--- src/rtl/dwnsmp_pkg.sv ---
// Shared communications-chain parameters for the filter, sync and downsampler blocks.
// Also provides a helper that sizes the phase counter from the oversampling factor.
package dwnsmp_pkg;

  localparam int unsigned CC_OS     = 4;
  localparam int unsigned CC_S_COEF = 8;
  localparam int unsigned CC_S_IN   = 2;
  localparam int unsigned CC_S_OUT  = CC_S_COEF + CC_S_IN;

  // Phase counter width; clamped to 1 so a degenerate OS still elaborates.
  function automatic int unsigned fase_w(input int unsigned os);
    return (os < 2) ? 1 : $clog2(os);
  endfunction

  localparam int unsigned CC_FASE = fase_w(CC_OS);

endpackage

--- src/rtl/dwnsmp_phase_cnt.sv ---
// Symbol phase counter with sync realignment; reports the phase of the sample
// presented in the current cycle and advances only when told to.
module dwnsmp_phase_cnt
  import dwnsmp_pkg::*;
#(
  parameter int unsigned OS   = CC_OS,
  parameter int unsigned FASE = fase_w(OS)
) (
  input  logic            clock,
  input  logic            i_reset,
  input  logic            i_adv,
  input  logic            i_sync,
  output logic [FASE-1:0] o_phase
);

  logic [FASE-1:0] cnt_q, cnt_d;

  // A sync sample is phase 0 regardless of where the counter stood.
  always_comb begin
    o_phase = i_sync ? '0 : cnt_q;
  end

  // OS is a power of two, so natural FASE-bit overflow gives the OS-1 -> 0 wrap.
  always_comb begin
    cnt_d = cnt_q;
    if (i_adv) begin
      cnt_d = o_phase + FASE'(1);
    end
  end

  always_ff @(posedge clock or negedge i_reset) begin
    if (!i_reset) begin
      cnt_q <= '0;
    end else begin
      cnt_q <= cnt_d;
    end
  end

endmodule

--- src/rtl/dwnsmp.sv ---
// Symbol-rate downsampler: keeps one RC-filter sample per symbol, chosen by i_fase,
// and holds it on a registered output until the next selected sample.
module dwnsmp
  import dwnsmp_pkg::*;
#(
  parameter int unsigned OS     = CC_OS,
  parameter int unsigned S_COEF = CC_S_COEF,
  parameter int unsigned S_IN   = CC_S_IN,
  parameter int unsigned S_OUT  = S_COEF + S_IN
) (
  input  logic                    clock,
  input  logic                    i_reset,
  input  logic                    i_enable,
  input  logic                    i_valid,
  input  logic [OS-1:0]           i_fase,
  input  logic signed [S_OUT-1:0] i_rc_filter,
  input  logic                    i_sync,
  output logic signed [S_OUT-1:0] o_dwnsmp
);

  localparam int unsigned FASE = fase_w(OS);

  if (OS < 2 || (OS & (OS - 1)) != 0) begin : g_bad_os
    $error("dwnsmp: OS must be a power of two and at least 2");
  end

  logic                    adv;
  logic [FASE-1:0]         phase;
  logic [FASE-1:0]         fase_sel;
  logic                    hit;
  logic signed [S_OUT-1:0] out_q, out_d;

  assign adv      = i_enable & i_valid;
  assign fase_sel = i_fase[FASE-1:0];

  // Only the low FASE bits select a phase; the rest of the bus is don't-care.
  logic unused_fase;
  assign unused_fase = ^i_fase[OS-1:FASE];

  dwnsmp_phase_cnt #(
    .OS   (OS),
    .FASE (FASE)
  ) u_phase_cnt (
    .clock   (clock),
    .i_reset (i_reset),
    .i_adv   (adv),
    .i_sync  (i_sync),
    .o_phase (phase)
  );

  assign hit = adv && (phase == fase_sel);

  always_comb begin
    out_d = out_q;
    if (hit) begin
      out_d = i_rc_filter;
    end
  end

  always_ff @(posedge clock or negedge i_reset) begin
    if (!i_reset) begin
      out_q <= '0;
    end else begin
      out_q <= out_d;
    end
  end

  assign o_dwnsmp = out_q;

endmodule

--- config.mk ---
export PLATFORM = sky130hd
export DESIGN_NAME = dwnsmp
export DESIGN_NICKNAME = d
export VERILOG_FILES = /design/src/rtl/dwnsmp_pkg.sv /design/src/rtl/dwnsmp_phase_cnt.sv /design/src/rtl/dwnsmp.sv
export SDC_FILE = /design/constraint.sdc
export NUM_CORES = 1
export LEC_CHECK = 0
export ABC_CLOCK_PERIOD_IN_PS = 1460
export CORE_UTILIZATION = 24
export DETAILED_ROUTE_END_ITERATION = 10
export SYNTH_ARGS = -nofsm -noshare
export SYNTH_HDL_FRONTEND = slang
export SYNTH_HIERARCHICAL = 1
export SYNTH_SLANG_ARGS = --single-unit
--- constraint.sdc ---
create_clock -name clock -period 1.46 [get_ports clock]
set_input_delay 0.292 -clock clock [delete_from_list [all_inputs] [get_ports clock]]
set_output_delay 0.292 -clock clock [all_outputs]
set_load 0.01 [all_outputs]
==> results of run 1 <==
## report_power, final
group | internal (mW) | switching (mW) | total [mW]
Sequential | 0.453 | 0.0612 | 0.514
Combinational | 0.357 | 0.167 | 0.524
Clock | 0.151 | 0.109 | 0.261
## layer usage
metal	GRT usage (%)	share of wire (%)	vias to the layer above
met3	6.17	8.4	0
met2	18.3	49	17
li1	-	-	186
met1	12.5	42	194
met5	0	0	-
met4	1.43	0	0
## registers in the layout, summed over array words and instances (netlist names)
name and cells:
o_dwnsmp 10, u_phase_cnt/cnt_q 2
## worst paths after layout
path | to | slack (ps) | depth (start not counted)
max | o_dwnsmp[2] | -60 | 5
min | u_phase_cnt/cnt_q[0] | 360 | 1
max reg2reg | o_dwnsmp[2] | -60 | 5
min reg2reg | o_dwnsmp[1] | 510 | 1
max in group asynchronous | o_dwnsmp[1] | 730 | 1
min in group clock | o_dwnsmp[1] | 510 | 1
## cell families (layout without fill, tap and decap cells)
kind of cell / count (synthesis) / in the layout / synth area share (%)
flip-flops: 12 / 12 / 55.4
multiplexers: 11 / 11 / 29.6
AND/OR/NAND/NOR: 5 / 5 / 6.93
AO/OA/AOI/OAI: 2 / 2 / 2.77
XOR/XNOR: 2 / 2 / 3.23
buffers and inverters: 1 / 37 / 2.08
## timing repair
item | CTS | global route
setup buffers | 0 | 1
resized for setup | 11 | 5
setup endpoints to repair | 17 | 13
pin swaps | 2 | 2
gates cloned | 1 | 0
## cells in the mapped netlist (all sizes together)
cell type / count
dfrtp: 12
mux2: 10
and2b: 2
o21a: 2
xnor2: 2
and2: 1
and3: 1
buf: 1
mux2i: 1
nand3b: 1
## metrics by stage
step	hold WS (ps)	cells	utilization (%)	power, mW	setup slack [ps]
3_3_place_gp	498	90	42.8	1.09	-457
6_report	361	96	47.2	1.30	-59.4
5_1_grt	409	96	47.2	1.38	-109
2_1_floorplan	-3.59	33	-	0.772	25.1
3_5_place_dp	493	90	42.8	1.09	-468
4_1_cts	383	95	45.7	1.31	-73.5
## final cells by class
class / count / area share, %
timing repair buffer: 33 / 35.6
multi-input combinational: 20 / 26.0
sequential: 12 / 31.2
clock buffer: 4 / 3.77
tap: 27 / 3.51
## worst max-delay path, stage by stage (launching register included)
cell	delay, ps
dfrtp_1	380
and2b_2	210
xnor2_2	120
and3_4	250
buf_12	130
mux2_4	290
==> impl_metrics.env, run 1 <==
export IMPL_r2r_start="u_phase_cnt/cnt_q[0]"
export IMPL_gp_congestion=0.693
export IMPL_drt_first_pass_iters=1
export IMPL_antenna_found_initial=0
export IMPL_ctsHoldBuffers=0
export IMPL_fp_row_count=16
export IMPL_synth_area_um2=542
export IMPL_relSlewSlack_pct=64.4
export IMPL_violations="negative setup slack"
export IMPL_dp_hpwl_um=739
export IMPL_grt_pass1_vias=420
export IMPL_cap_violations=0
export IMPL_port_buffers=26
export IMPL_ios=29
export IMPL_setup_viol=10
export IMPL_required_ps=1610
export IMPL_drtIter0Drc=0
export IMPL_synth_top_area_share_pct=55.4
export IMPL_finalCriticalPeriod_ps=1520
export IMPL_netlist_instances=33
export IMPL_final_common_cell="clkdlybuf4s50_1"
export IMPL_postRouteAntennaNets=0
export IMPL_clockRootBuffer="clkbuf_4"
export IMPL_power_density_nw_per_um2=1350
export IMPL_min_period_over_period_pct=104
export IMPL_max_freq_ghz=0.658
export IMPL_crit_path_start_kind="flop"
export IMPL_area_growth_pct=77.8
export IMPL_die_w_um=49.5
export IMPL_clock_path_buffers=2
export IMPL_path_max_fanout=5
export IMPL_final_cell_mix="15 x clkdlybuf4s50_1, 12 x dfrtp_1, 10 x mux2_4"
export IMPL_synthesis_nets=52
export IMPL_tightest_slew_ps=533
export IMPL_multi_input_area_um2=250
export IMPL_p_leak_nw=0.463
export IMPL_maxSlewViolCount=0
export IMPL_cts_tree="yes"
export IMPL_wl_per_cell_um=11.4
export IMPL_grt_start_max_net_pins=13
export IMPL_wl_mm=1.10
export IMPL_fin_skew_ps=12.8
export IMPL_finalSetupTns_ps=-442
export IMPL_synth_seq_area_share_pct=55.4
export IMPL_worstSetupStartpoint="u_phase_cnt/cnt_q[0]"
export IMPL_routed_via_density=4.14
export IMPL_cts_buffers=3
export IMPL_setup_ws_ps=-59.4
export IMPL_htree_levels=1
export IMPL_syn_area_per_cell_um2=16.4
export IMPL_ys_types=10
export IMPL_grt_pass1_wl_mm=1.95
export IMPL_vias=397
export IMPL_seqCellArea_um2=300
export IMPL_start_util_pct=26.5
export IMPL_cts_sinks=12
export IMPL_endpoint_kind="flop"
export IMPL_ir_drop_mv=0.736
export IMPL_die_area_um2=2450
export IMPL_insertion_delay_ps=270
export IMPL_worst_setup_path_type="reg -> reg"
export IMPL_worstPathArrival_ps=1670
export IMPL_antenna_cells=0
export IMPL_grt_ovfl_total=0
export IMPL_post_dp_cell_area_um2=875
export IMPL_synth_area_top_cells="dfrtp_1 55%, mux2_4 28%, and2b_2 3.2%"
export IMPL_nFillCells=198
export IMPL_final_nets=89
export IMPL_status="finished with violations"
export IMPL_dieHeight_um=49.5
export IMPL_yosysTopAreaCell="dfrtp_1"
export IMPL_min_path_type="in -> async"
export IMPL_hold_viol=0
export IMPL_synth_warnings=6
export IMPL_core_area_um2=2040
export IMPL_drc=0
export IMPL_cts_clk_slew_worst_paths_ps=80
export IMPL_grt_usage_pct=10.9
export IMPL_drive_gt1_share_pct=37.7
export IMPL_design_area_um2=963
export IMPL_rsz0062_at_grt="true"
export IMPL_ys_seq_elements=12
Power figures use the tool's default switching activity.
==> run 2, diff against run 1 <==
--- a/config.mk
+++ b/config.mk
@@ -8,6 +8,8 @@
 export ABC_CLOCK_PERIOD_IN_PS = 1460
 export CORE_UTILIZATION = 24
 export DETAILED_ROUTE_END_ITERATION = 10
+export SETUP_SLACK_MARGIN = 0.4
+export SLEW_MARGIN = 20
 export SYNTH_ARGS = -nofsm -noshare
 export SYNTH_HDL_FRONTEND = slang
 export SYNTH_HIERARCHICAL = 1
==> run 2 against run 1 <==
Effect of this change:
- the flow still finishes with violations (negative setup slack)
- cell area is 1.4% higher
- count of clock-buffer cells in the layout unchanged
- global-route usage shrank 0.83 points
- via count grew 2.5%
- critical path type unchanged
==> impl_metrics.env, run 2 (synthesis results as in run 1) <==
export IMPL_status="finished with violations"
export IMPL_violations="negative setup slack"
export IMPL_final_common_cell="clkdlybuf4s50_1"
export IMPL_final_cell_mix="15 x clkdlybuf4s50_1, 12 x dfrtp_1, 10 x mux2_4, 10 x buf_4, 9 x buf_2"
export IMPL_grt_usage_pct=10.1
export IMPL_grt_pass1_wl_mm=1.79
export IMPL_busiest_layer="met2"
export IMPL_drive_gt1_share_pct=55.3
export IMPL_grt_pass1_vias=391
export IMPL_wl_mm=1.09
export IMPL_vias=407
export IMPL_cts_sinks=12
export IMPL_cts_buffers=3
export IMPL_post_place_ws_ps=-464
export IMPL_hold_ws_ps=367
export IMPL_area_growth_pct=80.4
export IMPL_setup_ws_ps=-95.4
export IMPL_seq_power_share_pct=37.9
export IMPL_ctsHoldBuffers=0
export IMPL_antenna_found_initial=0
export IMPL_cts_tree="yes"
export IMPL_pwr_share_clk_pct=18.7
export IMPL_gp_congestion=0.610
export IMPL_clock_path_buffers=2
export IMPL_ir_drop_mv=0.672
export IMPL_power_density_nw_per_um2=1390
export IMPL_p_switching_mw=0.350
export IMPL_met1_usage_pct=11.5
export IMPL_worstPathArrival_ps=1710
export IMPL_r2r_start="u_phase_cnt/cnt_q[0]"
export IMPL_endpoint_kind="flop"
export IMPL_fin_skew_ps=3.86
export IMPL_grt_ovfl_total=0
export IMPL_drt_first_pass_iters=4
export IMPL_ios=29
export IMPL_wl_per_cell_um=10.6
export IMPL_fp_row_count=16
export IMPL_start_util_pct=26.5
export IMPL_dp_hpwl_um=761
export IMPL_grt_start_max_net_pins=13
export IMPL_post_dp_cell_area_um2=875
export IMPL_cap_violations=0
export IMPL_tightest_slew_ps=521
export IMPL_gr_usage_met3_pct=4.94
export IMPL_max_freq_ghz=0.643
export IMPL_path_max_fanout=5
export IMPL_required_ps=1610
export IMPL_hold_viol=0
export IMPL_insertion_delay_ps=260
export IMPL_reg2reg_setup_slack_ps=-100
export IMPL_final_nets=96
export IMPL_met2_usage_pct=16.0
export IMPL_nFillCells=207
export IMPL_crit_path_start_kind="flop"
export IMPL_p_int_mw=1.00
export IMPL_dieHeight_um=49.5
export IMPL_worstSetupStartpoint="u_phase_cnt/cnt_q[0]"
export IMPL_p_comb_share_pct=43.3
export IMPL_min_period_over_period_pct=107
export IMPL_clockRootBuffer="clkbuf_4"
export IMPL_relSlewSlack_pct=65.2
export IMPL_rsz0062_at_grt="true"
export IMPL_worst_setup_path_type="reg -> reg"
export IMPL_htree_levels=1
export IMPL_cts_clk_slew_worst_paths_ps=70
export IMPL_drc=0
export IMPL_p_sw_share_pct=25.8
export IMPL_setup_viol=10
export IMPL_maxSlewViolCount=0
export IMPL_drtIter0Drc=2
export IMPL_routed_via_density=3.95
export IMPL_p_leak_nw=0.455
export IMPL_postRouteAntennaNets=0
export IMPL_largest_register_ffs=10
export IMPL_core_area_um2=2040
export IMPL_design_area_um2=977
export IMPL_die_area_um2=2450
export IMPL_antenna_cells=0
export IMPL_die_w_um=49.5
export IMPL_finalCriticalPeriod_ps=1560
export IMPL_port_buffers=26
export IMPL_min_path_type="in -> async"
==> run 2: timing repair <==
| action | CTS | global route |
|---|---|---|
| setup buffers | 6 | 2 |
| gates cloned | 1 | 0 |
| setup endpoints to repair | 20 | 21 |
| gates resized for setup | 44 | 2 |
| pin swaps | 2 | 2 |
==> run 2: worst paths after layout <==
check	end	cells past startpoint
worst max register to register	o_dwnsmp[3]	6
worst max-delay path	o_dwnsmp[3]	6
worst min-delay path	o_dwnsmp[9]	1
max in group asynchronous	o_dwnsmp[5]	1
min in group clock	o_dwnsmp[0]	1
worst min register to register	o_dwnsmp[0]	1
==> run 2: cell type report <==
cell class	count	area [um2]	area share (%)
tap	27	33.8	3.46
clock buffer	4	36.3	3.71
sequential	12	300	30.7
timing repair buffer	40	369	37.8
multi-input combinational	20	238	24.3
==> run 2: routing by layer <==
metal,vias to the layer above,wire length (um)
met5,-,0
met4,0,0
met3,0,110
met2,17,508
met1,188,475
li1,202,-
==> run 2: power by group through the flow <==
| stage | sequential, mW | combinational [mW] | clock, mW |
|---|---|---|---|
| 4_1_cts | 0.513 | 0.549 | 0.266 |
| 3_3_place_gp | 0.524 | 0.564 | 0 |
| 3_5_place_dp | 0.524 | 0.568 | 0 |
| 5_1_grt | 0.529 | 0.628 | 0.282 |
| 6_report | 0.514 | 0.587 | 0.253 |
| 2_1_floorplan | 0.575 | 0.197 | 0 |
==> run 2: critical path, stage by stage (launching register included) <==
cell and delay (ps):
dfrtp_1 380, and2b_2 200, xnor2_1 130, and3_4 220, buf_12 100, buf_16 110, mux2_4 290
==> run 2: stage by stage <==
step	utilization [%]	instances	total power, mW	setup TNS [ps]
after floorplan	-	33	0.772	0
after global placement	42.8	90	1.09	-4490
after global routing	47.9	103	1.44	-1370
after CTS	46.7	101	1.33	-1120
after detailed placement	42.8	90	1.09	-4600
final	47.9	103	1.35	-902
